==> src/rtl/eth_cfg_regs_mc_if.sv <==
// Avalon-MM slave bus bundle for the eth_cfg_regs_mc configuration register bank.
// Address layout: [3:0] register index, [CH_W+3:4] channel select.
interface eth_cfg_regs_mc_if #(
  parameter int CH_W = 3
);
  logic            write;
  logic            read;
  logic [CH_W+3:0] address;
  logic [31:0]     writedata;
  logic [3:0]      byteenable;
  logic [31:0]     readdata;
  logic            readdatavalid;

  modport master (
    output write, read, address, writedata, byteenable,
    input  readdata, readdatavalid
  );

  modport slave (
    input  write, read, address, writedata, byteenable,
    output readdata, readdatavalid
  );
endinterface

==> src/rtl/eth_cfg_regs_mc.sv <==
// Multi-channel double-buffered UDP/IP/Ethernet TX config registers (shadow -> active on commit).
// Define ETH_CFG_AUTO_CSUM_EN to compute the IP-header partial checksum in hardware on commit.
module eth_cfg_regs_mc #(
  parameter int          NUM_CH    = 2,
  parameter int          CH_W      = 3,
  parameter logic [15:0] CSUM_BASE = 16'h0000
) (
  input  logic                   clk,
  input  logic                   reset_n,
  eth_cfg_regs_mc_if.slave       bus,
  output logic [NUM_CH*16-1:0]   checksum_o,
  output logic [NUM_CH*16-1:0]   local_port_o,
  output logic [NUM_CH*16-1:0]   remote_port_o,
  output logic [NUM_CH*32-1:0]   local_ip_o,
  output logic [NUM_CH*32-1:0]   remote_ip_o,
  output logic [NUM_CH*48-1:0]   local_mac_o,
  output logic [NUM_CH*48-1:0]   remote_mac_o,
  output logic [NUM_CH-1:0]      cfg_update_o,
  output logic [NUM_CH-1:0]      busy_o
);

  function automatic logic [31:0] rst_val(input int i);
    case (i)
      0:       return 32'h0000_F957;
      1:       return 32'h0000_AAAA;
      2:       return 32'h0000_FDE2;
      3:       return 32'hC0A8_0004;
      4:       return 32'hC0A8_0005;
      5:       return 32'h3A85_1BD7;
      6:       return 32'h0000_74EA;
      7:       return 32'hFFFF_FFFF;
      8:       return 32'h0000_FFFF;
      default: return 32'h0000_0000;
    endcase
  endfunction

  logic [3:0]      idx;
  logic [CH_W-1:0] ch;
  assign idx = bus.address[3:0];
  assign ch  = bus.address[CH_W+3:4];

  logic [31:0]       shadow [NUM_CH][9];
  logic [31:0]       rd_val;
  logic [31:0]       readdata_q;
  logic              rdv_q;
  logic [NUM_CH-1:0] commit_req;
  logic [NUM_CH-1:0] status_rd;
  logic [NUM_CH-1:0] busy_q;
  logic [NUM_CH-1:0] err_q;

  logic [NUM_CH-1:0] load_en;
  logic [15:0]       load_csum [NUM_CH];
  logic [31:0]       load_src  [NUM_CH][9];

  logic [15:0] act_csum  [NUM_CH];
  logic [15:0] act_lport [NUM_CH];
  logic [15:0] act_rport [NUM_CH];
  logic [31:0] act_lip   [NUM_CH];
  logic [31:0] act_rip   [NUM_CH];
  logic [47:0] act_lmac  [NUM_CH];
  logic [47:0] act_rmac  [NUM_CH];
  logic [NUM_CH-1:0] cfg_update_q;

  // Channels outside 0..NUM_CH-1 never match, so they read 0 and drop writes.
  always_comb begin
    rd_val     = '0;
    commit_req = '0;
    status_rd  = '0;
    for (int c = 0; c < NUM_CH; c++) begin
      if (ch == CH_W'(c)) begin
        for (int i = 0; i < 9; i++) begin
          if (idx == 4'(i)) rd_val = shadow[c][i];
        end
        if (idx == 4'd10) rd_val = {30'd0, err_q[c], busy_q[c]};
        commit_req[c] = bus.write && (idx == 4'd9) && bus.writedata[0] && bus.byteenable[0];
        status_rd[c]  = bus.read && (idx == 4'd10);
      end
    end
  end

  always_ff @(posedge clk or negedge reset_n) begin
    if (!reset_n) begin
      for (int c = 0; c < NUM_CH; c++)
        for (int i = 0; i < 9; i++) shadow[c][i] <= rst_val(i);
      readdata_q <= '0;
      rdv_q      <= 1'b0;
    end else begin
      rdv_q <= bus.read;
      if (bus.read) readdata_q <= rd_val;
      for (int c = 0; c < NUM_CH; c++)
        for (int i = 0; i < 9; i++)
          if (bus.write && (ch == CH_W'(c)) && (idx == 4'(i)))
            for (int b = 0; b < 4; b++)
              if (bus.byteenable[b]) shadow[c][i][8*b +: 8] <= bus.writedata[8*b +: 8];
    end
  end

  assign bus.readdata      = readdata_q;
  assign bus.readdatavalid = rdv_q;

`ifdef ETH_CFG_AUTO_CSUM_EN
  typedef enum logic [2:0] {
    S_IDLE, S_ACC0, S_ACC1, S_ACC2, S_ACC3, S_FOLD1, S_FOLD2, S_DONE
  } state_t;

  state_t      state [NUM_CH];
  logic [19:0] acc   [NUM_CH];
  logic [31:0] stage [NUM_CH][9];

  // Staging isolates the engine from shadow writes made while it runs.
  always_ff @(posedge clk or negedge reset_n) begin
    if (!reset_n) begin
      for (int c = 0; c < NUM_CH; c++) begin
        state[c]  <= S_IDLE;
        acc[c]    <= '0;
        busy_q[c] <= 1'b0;
        err_q[c]  <= 1'b0;
        for (int i = 0; i < 9; i++) stage[c][i] <= rst_val(i);
      end
    end else begin
      for (int c = 0; c < NUM_CH; c++) begin
        if (commit_req[c] && busy_q[c]) err_q[c] <= 1'b1;
        else if (status_rd[c])          err_q[c] <= 1'b0;
        case (state[c])
          S_IDLE: if (commit_req[c]) begin
            for (int i = 0; i < 9; i++) stage[c][i] <= shadow[c][i];
            acc[c]    <= {4'd0, CSUM_BASE};
            busy_q[c] <= 1'b1;
            state[c]  <= S_ACC0;
          end
          S_ACC0: begin acc[c] <= acc[c] + {4'd0, stage[c][3][31:16]}; state[c] <= S_ACC1; end
          S_ACC1: begin acc[c] <= acc[c] + {4'd0, stage[c][3][15:0]};  state[c] <= S_ACC2; end
          S_ACC2: begin acc[c] <= acc[c] + {4'd0, stage[c][4][31:16]}; state[c] <= S_ACC3; end
          S_ACC3: begin acc[c] <= acc[c] + {4'd0, stage[c][4][15:0]};  state[c] <= S_FOLD1; end
          S_FOLD1: begin acc[c] <= {4'd0, acc[c][15:0]} + {16'd0, acc[c][19:16]}; state[c] <= S_FOLD2; end
          S_FOLD2: begin acc[c] <= {4'd0, acc[c][15:0]} + {16'd0, acc[c][19:16]}; state[c] <= S_DONE; end
          S_DONE: begin
            busy_q[c] <= 1'b0;
            state[c]  <= S_IDLE;
          end
          default: state[c] <= S_IDLE;
        endcase
      end
    end
  end

  always_comb begin
    for (int c = 0; c < NUM_CH; c++) begin
      load_en[c]   = (state[c] == S_DONE);
      load_csum[c] = ~acc[c][15:0];
      for (int i = 0; i < 9; i++) load_src[c][i] = stage[c][i];
    end
  end
`else
  assign busy_q  = '0;
  assign err_q   = '0;
  assign load_en = commit_req;

  always_comb begin
    for (int c = 0; c < NUM_CH; c++) begin
      load_csum[c] = shadow[c][0][15:0];
      for (int i = 0; i < 9; i++) load_src[c][i] = shadow[c][i];
    end
  end

  logic unused_no_engine;
  assign unused_no_engine = ^{status_rd, CSUM_BASE};
`endif

  // Active set only ever changes as a whole, together with the update pulse.
  always_ff @(posedge clk or negedge reset_n) begin
    if (!reset_n) begin
      cfg_update_q <= '0;
      for (int c = 0; c < NUM_CH; c++) begin
        act_csum[c]  <= 16'hF957;
        act_lport[c] <= 16'hAAAA;
        act_rport[c] <= 16'hFDE2;
        act_lip[c]   <= 32'hC0A8_0004;
        act_rip[c]   <= 32'hC0A8_0005;
        act_lmac[c]  <= 48'h74EA_3A85_1BD7;
        act_rmac[c]  <= 48'hFFFF_FFFF_FFFF;
      end
    end else begin
      cfg_update_q <= load_en;
      for (int c = 0; c < NUM_CH; c++) begin
        if (load_en[c]) begin
          act_csum[c]  <= load_csum[c];
          act_lport[c] <= load_src[c][1][15:0];
          act_rport[c] <= load_src[c][2][15:0];
          act_lip[c]   <= load_src[c][3];
          act_rip[c]   <= load_src[c][4];
          act_lmac[c]  <= {load_src[c][6][15:0], load_src[c][5]};
          act_rmac[c]  <= {load_src[c][8][15:0], load_src[c][7]};
        end
      end
    end
  end

  for (genvar g = 0; g < NUM_CH; g++) begin : g_out
    assign checksum_o[16*g +: 16]    = act_csum[g];
    assign local_port_o[16*g +: 16]  = act_lport[g];
    assign remote_port_o[16*g +: 16] = act_rport[g];
    assign local_ip_o[32*g +: 32]    = act_lip[g];
    assign remote_ip_o[32*g +: 32]   = act_rip[g];
    assign local_mac_o[48*g +: 48]   = act_lmac[g];
    assign remote_mac_o[48*g +: 48]  = act_rmac[g];
  end

  assign cfg_update_o = cfg_update_q;
  assign busy_o       = busy_q;

endmodule

==> src/flat_wrapper.sv <==
// flat-port wrapper written by rule: the top's interface ports become plain ports
module eth_cfg_regs_mc_flat 
#(
  parameter int          NUM_CH    = 2,
  parameter int          CH_W      = 3,
  parameter logic [15:0] CSUM_BASE = 16'h0000
)
  (clk, reset_n, checksum_o, local_port_o, remote_port_o, local_ip_o, remote_ip_o, local_mac_o, remote_mac_o, cfg_update_o, busy_o, bus_write, bus_read, bus_address, bus_writedata, bus_byteenable, bus_readdata, bus_readdatavalid);
  eth_cfg_regs_mc_if #(.CH_W(CH_W)) bus_i ();
  input  logic clk;
  input  logic reset_n;
  output logic [NUM_CH*16-1:0] checksum_o;
  output logic [NUM_CH*16-1:0] local_port_o;
  output logic [NUM_CH*16-1:0] remote_port_o;
  output logic [NUM_CH*32-1:0] local_ip_o;
  output logic [NUM_CH*32-1:0] remote_ip_o;
  output logic [NUM_CH*48-1:0] local_mac_o;
  output logic [NUM_CH*48-1:0] remote_mac_o;
  output logic [NUM_CH-1:0] cfg_update_o;
  output logic [NUM_CH-1:0] busy_o;
  input wire logic [$bits(bus_i.write)-1:0] bus_write;
  input wire logic [$bits(bus_i.read)-1:0] bus_read;
  input wire logic [$bits(bus_i.address)-1:0] bus_address;
  input wire logic [$bits(bus_i.writedata)-1:0] bus_writedata;
  input wire logic [$bits(bus_i.byteenable)-1:0] bus_byteenable;
  output wire logic [$bits(bus_i.readdata)-1:0] bus_readdata;
  output wire logic [$bits(bus_i.readdatavalid)-1:0] bus_readdatavalid;
  assign bus_i.write = bus_write;
  assign bus_i.read = bus_read;
  assign bus_i.address = bus_address;
  assign bus_i.writedata = bus_writedata;
  assign bus_i.byteenable = bus_byteenable;
  assign bus_readdata = bus_i.readdata;
  assign bus_readdatavalid = bus_i.readdatavalid;
  eth_cfg_regs_mc #(.NUM_CH(NUM_CH), .CH_W(CH_W), .CSUM_BASE(CSUM_BASE)) u_core (.clk(clk), .reset_n(reset_n), .bus(bus_i), .checksum_o(checksum_o), .local_port_o(local_port_o), .remote_port_o(remote_port_o), .local_ip_o(local_ip_o), .remote_ip_o(remote_ip_o), .local_mac_o(local_mac_o), .remote_mac_o(remote_mac_o), .cfg_update_o(cfg_update_o), .busy_o(busy_o));
endmodule
==> config.mk <==
export PLATFORM = sky130hd
export DESIGN_NAME = eth_cfg_regs_mc_flat
export DESIGN_NICKNAME = d
export VERILOG_FILES = /design/src/rtl/eth_cfg_regs_mc_if.sv /design/src/rtl/eth_cfg_regs_mc.sv /design/src/flat_wrapper.sv
export SDC_FILE = /design/constraint.sdc
export NUM_CORES = 1
export LEC_CHECK = 0
export ABC_CLOCK_PERIOD_IN_PS = 1700
export BUFFER_PORTS_ARGS = -buffer_cell sky130_fd_sc_hd__buf_4
export CAP_MARGIN = 20
export CELL_PAD_IN_SITES_DETAIL_PLACEMENT = 1
export CELL_PAD_IN_SITES_GLOBAL_PLACEMENT = 1
export CORE_MARGIN = 2
export CORE_UTILIZATION = 44
export CTS_CLUSTER_DIAMETER = 200
export DETAILED_ROUTE_END_ITERATION = 12
export GPL_TIMING_DRIVEN = 0
export HOLD_SLACK_MARGIN = 0.03
export PLACE_DENSITY_LB_ADDON = 0.1
export SLEW_MARGIN = 20
export SYNTH_ARGS = -nofsm -noshare
export SYNTH_HDL_FRONTEND = slang
export SYNTH_SLANG_ARGS = --single-unit
==> constraint.sdc <==
create_clock -name clk -period 1.7 [get_ports clk]
set_clock_uncertainty 0.2 [all_clocks]
set_input_delay 0.34 -clock clk [delete_from_list [all_inputs] [get_ports clk]]
set_output_delay 0.34 -clock clk [all_outputs]
set_load 0.02 [all_outputs]
==> Yosys cells after proc, flatten, opt, wreduce, memory -nomap -nowiden <==
Index checks and enable logic that the tools add are counted.
{ "op_classes": {"muxes": 24, "n_eq_ne": 11, "reduce_logical": 97} }
{ "op_table": {"columns": ["op", "n"], "rows": [
  ["$mux W32", 22],
  ["$reduce_and A2 Y1", 72],
  ["$logic_and A1 B1 Y1", 23],
  ["$eq A4 B3 Y1 const B", 4],
  ["$eq A4 B4 Y1 const B", 3],
  ["$eq A4 B2 Y1 const B", 2],
  ["$eq A4 B1 Y1 const B", 1],
  ["$logic_not A4 Y1", 1],
  ["$eq A3 B1 Y1 const B", 1],
  ["$logic_not A3 Y1", 1],
  ["$mux W1", 2]
]} }
{ "totals": {"in_bits": 47, "elab_cells": 221, "register_bits": 1027} }

==> Depth between registers and ports, before layout <==
Gate-level depths: netlist of the first run.
{ "depth": {"ltp_word": 23, "mapped_depth": 11} }

==> Worst setup path before layout of the first run <==
Ideal clock, no wire load.
{ "synth_timing": {"path_kind": "in2reg", "from": "input bus_address[5]", "to": "register u_core.act_lmac, in the netlist u_core.local_mac_o[51]", "setup_slack_ns": -0.477, "cell_stages": 6, "t_arrival_ns": 1.852, "cell_sequence": "or3b_1 nor4_1 buf_2 buf_6 buf_6 mux2_2"} }
{ "synth_between": {"elab_chain_len": 2} }
{ "synth_lines": {"columns": ["item", "line", "source"], "rows": [
  ["start: declaration", "flat_wrapper.sv:23", "input wire logic [$bits(bus_i.address)-1:0] bus_address;"],
  ["$eq A3 B1 Y1", "eth_cfg_regs_mc.sv:70", "if (ch == CH_W'(c)) begin"],
  ["$mux W1", "eth_cfg_regs_mc.sv:70", null],
  ["net u_core.commit_req[1]", "eth_cfg_regs_mc.sv:46", "logic [NUM_CH-1:0] commit_req;"],
  ["end signal: indexed assignment", "eth_cfg_regs_mc.sv:192", "act_lmac[c] <= {load_src[c][6][15:0], load_src[c][5]};"],
  ["end: declaration", "eth_cfg_regs_mc.sv:60", "logic [47:0] act_lmac [NUM_CH];"]
]} }
The timed path passes the listed nets, and every way through them passes these cells.
A chain may end at the register's enable or synchronous reset.

==> Final worst setup path of the first run <==
{ "layout_timing": {"from": "register u_core.shadow, in the netlist u_core.load_src[444]", "to": "register u_core.readdata_q[28] (netlist: u_core.bus.readdata[28])"} }
{ "layout_between": {"elab_chain_len": 18} }
{ "layout_lines": {"columns": ["item", "line", "source"], "rows": [
  ["start: declaration", "eth_cfg_regs_mc.sv:42", "logic [31:0] shadow [NUM_CH][9];"],
  ["start signal: indexed assignment", "eth_cfg_regs_mc.sv:94", "if (bus.byteenable[b]) shadow[c][i][8*b +: 8] <= bus.writedata[8*b +: 8];"],
  ["$mux W32 * (5 in a row)", "eth_cfg_regs_mc.sv:72", "if (idx == 4'(i)) rd_val = shadow[c][i];"],
  ["$mux W32 *", "eth_cfg_regs_mc.sv:74", "if (idx == 4'd10) rd_val = {30'd0, err_q[c], busy_q[c]};"],
  ["$mux W32 *", "eth_cfg_regs_mc.sv:70", null],
  ["$mux W32 (9 in a row)", "eth_cfg_regs_mc.sv:72", null],
  ["$mux W32", "eth_cfg_regs_mc.sv:74", null],
  ["$mux W32 *", "eth_cfg_regs_mc.sv:70", null],
  ["end signal: assignment", "eth_cfg_regs_mc.sv:89", "if (bus.read) readdata_q <= rd_val;"],
  ["end: declaration", "eth_cfg_regs_mc.sv:44", "logic [31:0] readdata_q;"]
]} }
Every way passes the cells marked *; elsewhere a longest branch is shown, timed or not.

==> results of run 1 <==
==> state kept, by name, summed over array words and instances (netlist names), 32 cells and up <==
register              cells
u_core.bus.readdata      32
u_core.remote_ip_o       64
u_core.local_port_o      32
u_core.load_src         544
u_core.local_ip_o        64
u_core.load_csum         32
u_core.local_mac_o       96
u_core.checksum_o        32
u_core.remote_port_o     32
u_core.remote_mac_o      96
==> cells in the final DEF, fill, tap and decap left out, types with 24 or more instances in the layout <==
cell type,instances
dfrtp_1,537
mux2_4,214
dfstp_2,468
mux2i_1,34
buf_12,55
dlygate4sd3_1,33
buf_6,489
clkbuf_1,52
buf_8,31
a21oi_1,90
clkbuf_16,125
nand2_1,70
nor2_1,66
nand2_4,37
clkinv_2,33
a22oi_1,38
o22ai_1,53
clkbuf_8,26
mux2_2,795
o211ai_1,24
o21ai_0,54
nand2_2,40
buf_4,351
==> cell families (layout without fill, tap and decap cells) <==
logic type	after synthesis	in the layout	synth area share, %
AO/OA/AOI/OAI	471	471	6.89
multiplexers	1078	1078	27.4
other	1	12	0.00840
buffers and inverters	232	1312	2.54
AND/OR/NAND/NOR	368	368	4.30
flip-flops	1027	1027	58.8
==> where the power goes <==
group,internal (uW),switching [uW],total (uW)
combinational,1800,3030,4840
sequential,25400,753,26200
clock,15400,10700,26200
==> metal layers <==
| metal | vias up | global-route usage, % |
|---|---|---|
| li1 | 13600 | - |
| met2 | 1590 | 59.7 |
| met1 | 18100 | 47.6 |
| met3 | 475 | 9.38 |
| met5 | - | 0 |
| met4 | 10 | 17.2 |
==> stage by stage <==
| stage | power (uW) | TNS (ns) | utilization, % |
|---|---|---|---|
| 2_1_floorplan | 28000 | -250.10 | - |
| 3_3_place_gp | 30000 | - | 51.1 |
| 3_5_place_dp | 30300 | -1154.41 | 51.3 |
| 4_1_cts | 56800 | -105.35 | 60.7 |
| 5_1_grt | 58600 | -91.49 | 62.6 |
| 6_report | 57200 | -83.51 | 62.6 |
==> timing repair <==
item,4_1_cts,5_1_grt
cloned,5,9
endpoints found under the setup margin,1225,1273
pin swaps,68,61
endpoints found under the hold margin,508,178
buffers inserted,210,119
resized for setup,901,201
==> critical path: cells and delay by family, from the launching register on <==
family          cells  cell delay (ns)
compound gates      4             0.91
flops               1             0.45
mux                 1             0.30
simple gates        1             0.11
==> how the worst max path moves through the flow <==
stage                               from                      end  slack [ns]  cells after the start
detailed placement        bus_address[3]  u_core.bus.readdata[23]       -2.20                      7
floorplan                 bus_address[4]   u_core.local_mac_o[40]       -0.41                      7
CTS                 u_core.load_src[444]  u_core.bus.readdata[28]       -0.34                      6
global route        u_core.load_src[444]  u_core.bus.readdata[28]       -0.43                      6
finish              u_core.load_src[444]  u_core.bus.readdata[28]       -0.38                      6
global placement                 reset_n     u_core.checksum_o[9]      -11.60                      1
==> area by class of cell <==
| class | instances | area share [%] |
|---|---|---|
| multi-input combinational | 1919 | 31.2 |
| sequential | 1027 | 41.8 |
| clock buffer | 151 | 5.07 |
| inverter | 18 | 0.117 |
| antenna | 10 | 0.0398 |
| timing repair buffer | 875 | 14.3 |
| tap | 1357 | 2.70 |
| buffer | 208 | 3.57 |
| clock inverter | 60 | 1.15 |
==> flow_summary_export.csv, run 1 <==
group,metric,value,unit
synth,yosysSeqAreaShare,58.8,%
synth,synthCells,3177,
floorplan,start_util,44.5,%
setup_path,r2r_cells,6,
layout,drive_gt1_share,70.0,%
sta,tightest_slew,1.09,ns
floorplan,dieArea,0.104,mm2
routing,wirelength,202000,um
place,portBuffers,491,
layout,area_growth,40.8,%
routing,wl_per_cell,36.0,um
setup_path,cp_slowest_cell,"dfrtp_2",
grt,gr-total-overflow,0,
sta,grt_setup_unrepaired,"yes",
layout,multi_input_area,0.0196,mm2
clock_network,cts_tree,"done",
synth,synth_top_area_share,31.3,%
floorplan,row_count,116,
layout,ff_latch_area,0.0263,mm2
synth,yosysMostFrequentCell,"mux2_2",
synth,synth_area,0.0447,mm2
clock_network,clockBufferDepth,3,
floorplan,core_area,0.100,mm2
sta,hold_slack,-0.618,ns
sta,fin_ws,-0.380,ns
floorplan,die_w,323,um
sta,drv_slew,0,
setup_path,path_class,"reg2reg",
sta,min_period,2.08,ns
place,hpwl,139000,um
synth,synth_top_area_cell,"dfrtp_1",
synth,yosysWarnings,0,
floorplan,num_io_pins,500,
sta,fin_crit_sh,122,%
power_and_ir_drop,leakage,0.0291,uW
clock_network,cts_buffers,111,
synth,synth-seq-cells,1027,
floorplan,dieHeight,323,um
clock_network,clk_pin_slew_worst_paths,0.07,ns
routing,route.met2.wl,95400,um
setup_path,reg2reg_slack,-0.38,ns
layout,fillers,9263,
job,maxCapViolations,0,
grt,grt_pass1_wl,274000,um
hold_path,hp-class,"in2async",
grt,track_usage,37.3,%
clock_network,cts.htree.levels,3,
clock_network,ctsHoldBuffers,33,
routing,routed.top_layer,"met5",
layout,final_cells,5625,
setup_path,cp_slowest_stage_delay,0.45,ns
place,dp.cells,5035,
synth,async_flop_share,100,%
sta,max_slew_margin,27.6,%
routing,num_vias,33800,
setup_path,rr_startpoint,"u_core.load_src[444]",
sta,setup_viol,539,
place,dp_slack,-2.20,ns
routing,ant_nets,0,
power_and_ir_drop,power.density,909,mW/mm2
power_and_ir_drop,vdd_drop_max,0.742,mV
setup_path,path_max_fanout,3,
clock_network,ctsRootBufferMaster,"clkbuf_16",
synth,ys.flop_type,"dfrtp_1",
layout,fin_area,0.0629,mm2
sta,fmax,481,MHz
setup_path,cp.arrival,2.50,ns
layout,layout.nets,4207,
setup_path,cp-start-kind,"flip-flop",
outcome,failed_checks,"negative hold slack, negative setup slack",
place,dpl-instance-area,0.0516,mm2
sta,hold_viol,250,
setup_path,required,2.12,ns
synth,synth_edf_count,0,
setup_path,r2r_end,"u_core.bus.readdata[28]",
routing,drt_iter0_drc,2566,
clock_network,clock_latency,0.73,ns
synth,ys_top_cells_by_area,"dfrtp_1, dfstp_2, mux2_2",
routing,wl_met3,15800,um
outcome,status,"finished, violations left",
synth,netlist_top_cells_count,"mux2_2, dfrtp_1, dfstp_2, nand2_1, a21oi_1",
synth,synth_area_per_cell,14.1,um2
synth,yosysUniqueCellTypes,63,
setup_path,crit_path_end_kind,"flip-flop",
grt,grt_pass1_vias,35900,
routing,first_pass_iters,5,
routing,vias_per_cell,6.01,
setup_path,worstPathCellList,"mux2_4 > o221ai_4 > o31ai_4 > a221oi_2 > nor2_2 > a221o_1",
clock_network,cts_sinks,1027,
routing,wl_met1,80700,um
grt,antenna_found_initial,10,
place,gp_congestion,0.939,
grt,grt_max_degree,157,
routing,drc,0,
(Power assumes the default switching activity.)
==> run 2: changes to the inputs <==
--- a/config.mk
+++ b/config.mk
@@ -5,19 +5,19 @@
 export SDC_FILE = /design/constraint.sdc
 export NUM_CORES = 1
 export LEC_CHECK = 0
-export ABC_CLOCK_PERIOD_IN_PS = 1700
+export ABC_CLOCK_PERIOD_IN_PS = 2300
 export BUFFER_PORTS_ARGS = -buffer_cell sky130_fd_sc_hd__buf_4
 export CAP_MARGIN = 20
 export CELL_PAD_IN_SITES_DETAIL_PLACEMENT = 1
 export CELL_PAD_IN_SITES_GLOBAL_PLACEMENT = 1
+export CORE_ASPECT_RATIO = 0.5
 export CORE_MARGIN = 2
-export CORE_UTILIZATION = 44
+export CORE_UTILIZATION = 49
 export CTS_CLUSTER_DIAMETER = 200
 export DETAILED_ROUTE_END_ITERATION = 12
 export GPL_TIMING_DRIVEN = 0
 export HOLD_SLACK_MARGIN = 0.03
 export PLACE_DENSITY_LB_ADDON = 0.1
-export SLEW_MARGIN = 20
 export SYNTH_ARGS = -nofsm -noshare
 export SYNTH_HDL_FRONTEND = slang
 export SYNTH_SLANG_ARGS = --single-unit
==> constraint.sdc (replaced) <==
create_clock -name clk -period 2.3 [get_ports clk]
set_clock_uncertainty 0.2 [all_clocks]
set_input_delay 0.46 -clock clk [delete_from_list [all_inputs] [get_ports clk]]
set_output_delay 0.46 -clock clk [all_outputs]
set_load 0.02 [all_outputs]
==> run 2 against run 1 <==
The run still ends with negative hold slack, negative setup slack left. Non-clock buffer count fell by 312. Combinational power decreased by 35%. Worst setup slack gained 0.26 ns. Power shrank 31%. Cell area down 13%. Utilization decreased by 1.8 points. Global-route usage up 1.5 points. Clock power down 34%. First-iteration DRC count up 41%. Sequential share of layout area grew 6.0 points. Largest cell class unchanged.
==> flow_summary_export.csv, run 2 (synthesis gave the netlist of run 1 again) <==
group,metric,value,unit
job,maxCapViolations,0,
routing,wl_per_cell,35.9,um
floorplan,core_area,0.0905,mm2
routing,wirelength,184000,um
outcome,failed_checks,"negative hold slack, negative setup slack",
layout,largest_reg_flops,544,
place,dp_slack,-1.96,ns
place,dpl-instance-area,0.0502,mm2
setup_path,cpMostUsedCell,"buf_4",
grt,antenna_found_initial,13,
sta,min_period,2.42,ns
power_and_ir_drop,leakage,0.0258,uW
layout,area_growth,23.1,%
clock_network,clock_latency,0.73,ns
grt,gr-total-overflow,0,
setup_path,critPathTopFamily,"compound AO/OA/AOI/OAI gates",
power_and_ir_drop,vdd_drop_max,0.587,mV
setup_path,worstPathCellList,"buf_4 > buf_6 > inv_1 > buf_4 > nor2_2 > buf_8 > a221oi_2 > a31oi_1 > o211ai_1 > o2111ai_1",
grt,grt_pass1_wl,255000,um
grt,grt_pass1_vias,33500,
layout,fin_area,0.0550,mm2
setup_path,cp_slowest_stage_delay,0.60,ns
floorplan,row_count,78,
clock_network,clk_pin_slew_worst_paths,0.07,ns
clock_network,cts_tree,"done",
floorplan,num_io_pins,500,
sta,max_slew_margin,14.9,%
layout,drive_gt1_share,63.1,%
sta,hold_viol,146,
routing,first_pass_iters,7,
routing,drc,0,
setup_path,required,2.64,ns
setup_path,reg2reg_slack,0.04,ns
clock_network,cts_sinks,1027,
hold_path,hp-class,"in2async",
setup_path,cp.arrival,2.77,ns
grt,track_usage,38.8,%
routing,vias_per_cell,6.31,
sta,setup_viol,28,
sta,drv_slew,0,
sta,tightest_slew,1.28,ns
layout,layout.nets,3877,
setup_path,crit_path_end_kind,"flip-flop",
routing,ant_nets,0,
sta,fmax,413,MHz
setup_path,r2r_cells,5,
setup_path,path_max_fanout,10,
routing,num_vias,32300,
layout,mostFrequentLayoutCell,"mux2_2",
sta,fin_setup_tns,-1.27,ns
place,hpwl,133000,um
outcome,status,"finished, violations left",
sta,fin_crit_sh,105,%
clock_network,clockBufferDepth,3,
setup_path,rr_startpoint,"u_core.load_src[532]",
setup_path,cp_slowest_cell,"o211ai_1",
layout,final_cells,5119,
routing,drt_iter0_drc,3612,
grt,grt_max_degree,178,
floorplan,dieHeight,217,um
place,gp_congestion,1.01,
clock_network,ctsRootBufferMaster,"clkbuf_16",
floorplan,die_w,431,um
clock_network,cts_buffers,93,
sta,fin_ws,-0.123,ns
place,dp.cells,4885,
clock_network,ctsHoldBuffers,37,
place,portBuffers,491,
clock_network,cts.htree.levels,3,
setup_path,r2r_end,"u_core.bus.readdata[20]",
layout,post-route-util,60.8,%
power_and_ir_drop,power.density,722,mW/mm2
setup_path,path_depth,10,
floorplan,start_util,49.4,%
layout,layout_common_cells,"mux2_2, dfrtp_1, buf_4",
sta,hold_slack,-0.553,ns
setup_path,path_class,"in2reg",
floorplan,dieArea,0.0937,mm2
setup_path,crit_buf_inv,5,
sta,grt_setup_unrepaired,"yes",
setup_path,cp-start-kind,"input port",
==> run 2: per-layer routing <==
metal  up-vias  share of wire, %  GRT usage (%)  wire length [um]
met2      1498                44           57.5             81300
li1      13000                 -              -                 -
met5         -             0.024              0                44
met3       314                10           12.4             18900
met4         6               3.2           12.8              5840
met1     17500                42           54.2             77600
==> run 2: metrics by stage <==
| stage | hold slack [ns] | power [uW] |
|---|---|---|
| 4_1_cts | -0.547 | 39600 |
| 2_1_floorplan | -0.0356 | 20600 |
| 3_5_place_dp | 0.216 | 22300 |
| 5_1_grt | -0.533 | 40700 |
| 3_3_place_gp | 0.274 | 22200 |
| 6_report | -0.553 | 39700 |
==> run 2: repair_timing <==
action	in CTS	in global routing
endpoints found under the hold margin	348	142
pin swaps	9	19
setup endpoints to repair	675	233
cloned	1	1
resized for setup	172	104
buffers inserted	2	9
==> run 2: worst register-to-register path, delay by kind of cell (launching register included) <==
family / cells / cell delay (ns)
multiplexers: 1 / 0.27
flip-flops: 1 / 0.39
AO/OA/AOI/OAI: 4 / 1.25
==> run 2: where the power goes <==
| part | leakage, uW | internal [uW] | switching [uW] |
|---|---|---|---|
| sequential | 0.0126 | 18800 | 506 |
| combinational | 0.0116 | 1050 | 2100 |
| clock | 0.00165 | 9780 | 7460 |
==> run 2: layout make-up <==
cell class | instances | area, um2
Fill cell | 8688 | 35500
Sequential cell | 1027 | 26300
Multi-Input combinational cell | 1919 | 17800
Timing Repair Buffer | 558 | 4580
Clock buffer | 141 | 2860
Tap cell | 1200 | 1500
Buffer | 213 | 1450
Clock inverter | 35 | 477
Inverter | 18 | 67.6
Antenna cell | 8 | 20.0
==> run 2: how the worst max path moves through the flow <==
stage / slack [ns] / from / to
final: -0.12 / bus_address[0] / u_core.bus.readdata[10]
after global routing: -0.11 / bus_address[0] / u_core.bus.readdata[10]
after CTS: -0.17 / bus_address[1] / u_core.bus.readdata[13]
after detailed placement: -1.96 / bus_address[0] / u_core.bus.readdata[14]
after global placement: -11.41 / reset_n / u_core.cfg_update_o[1]
after floorplan: 0.003 / bus_address[5] / u_core.local_mac_o[51]
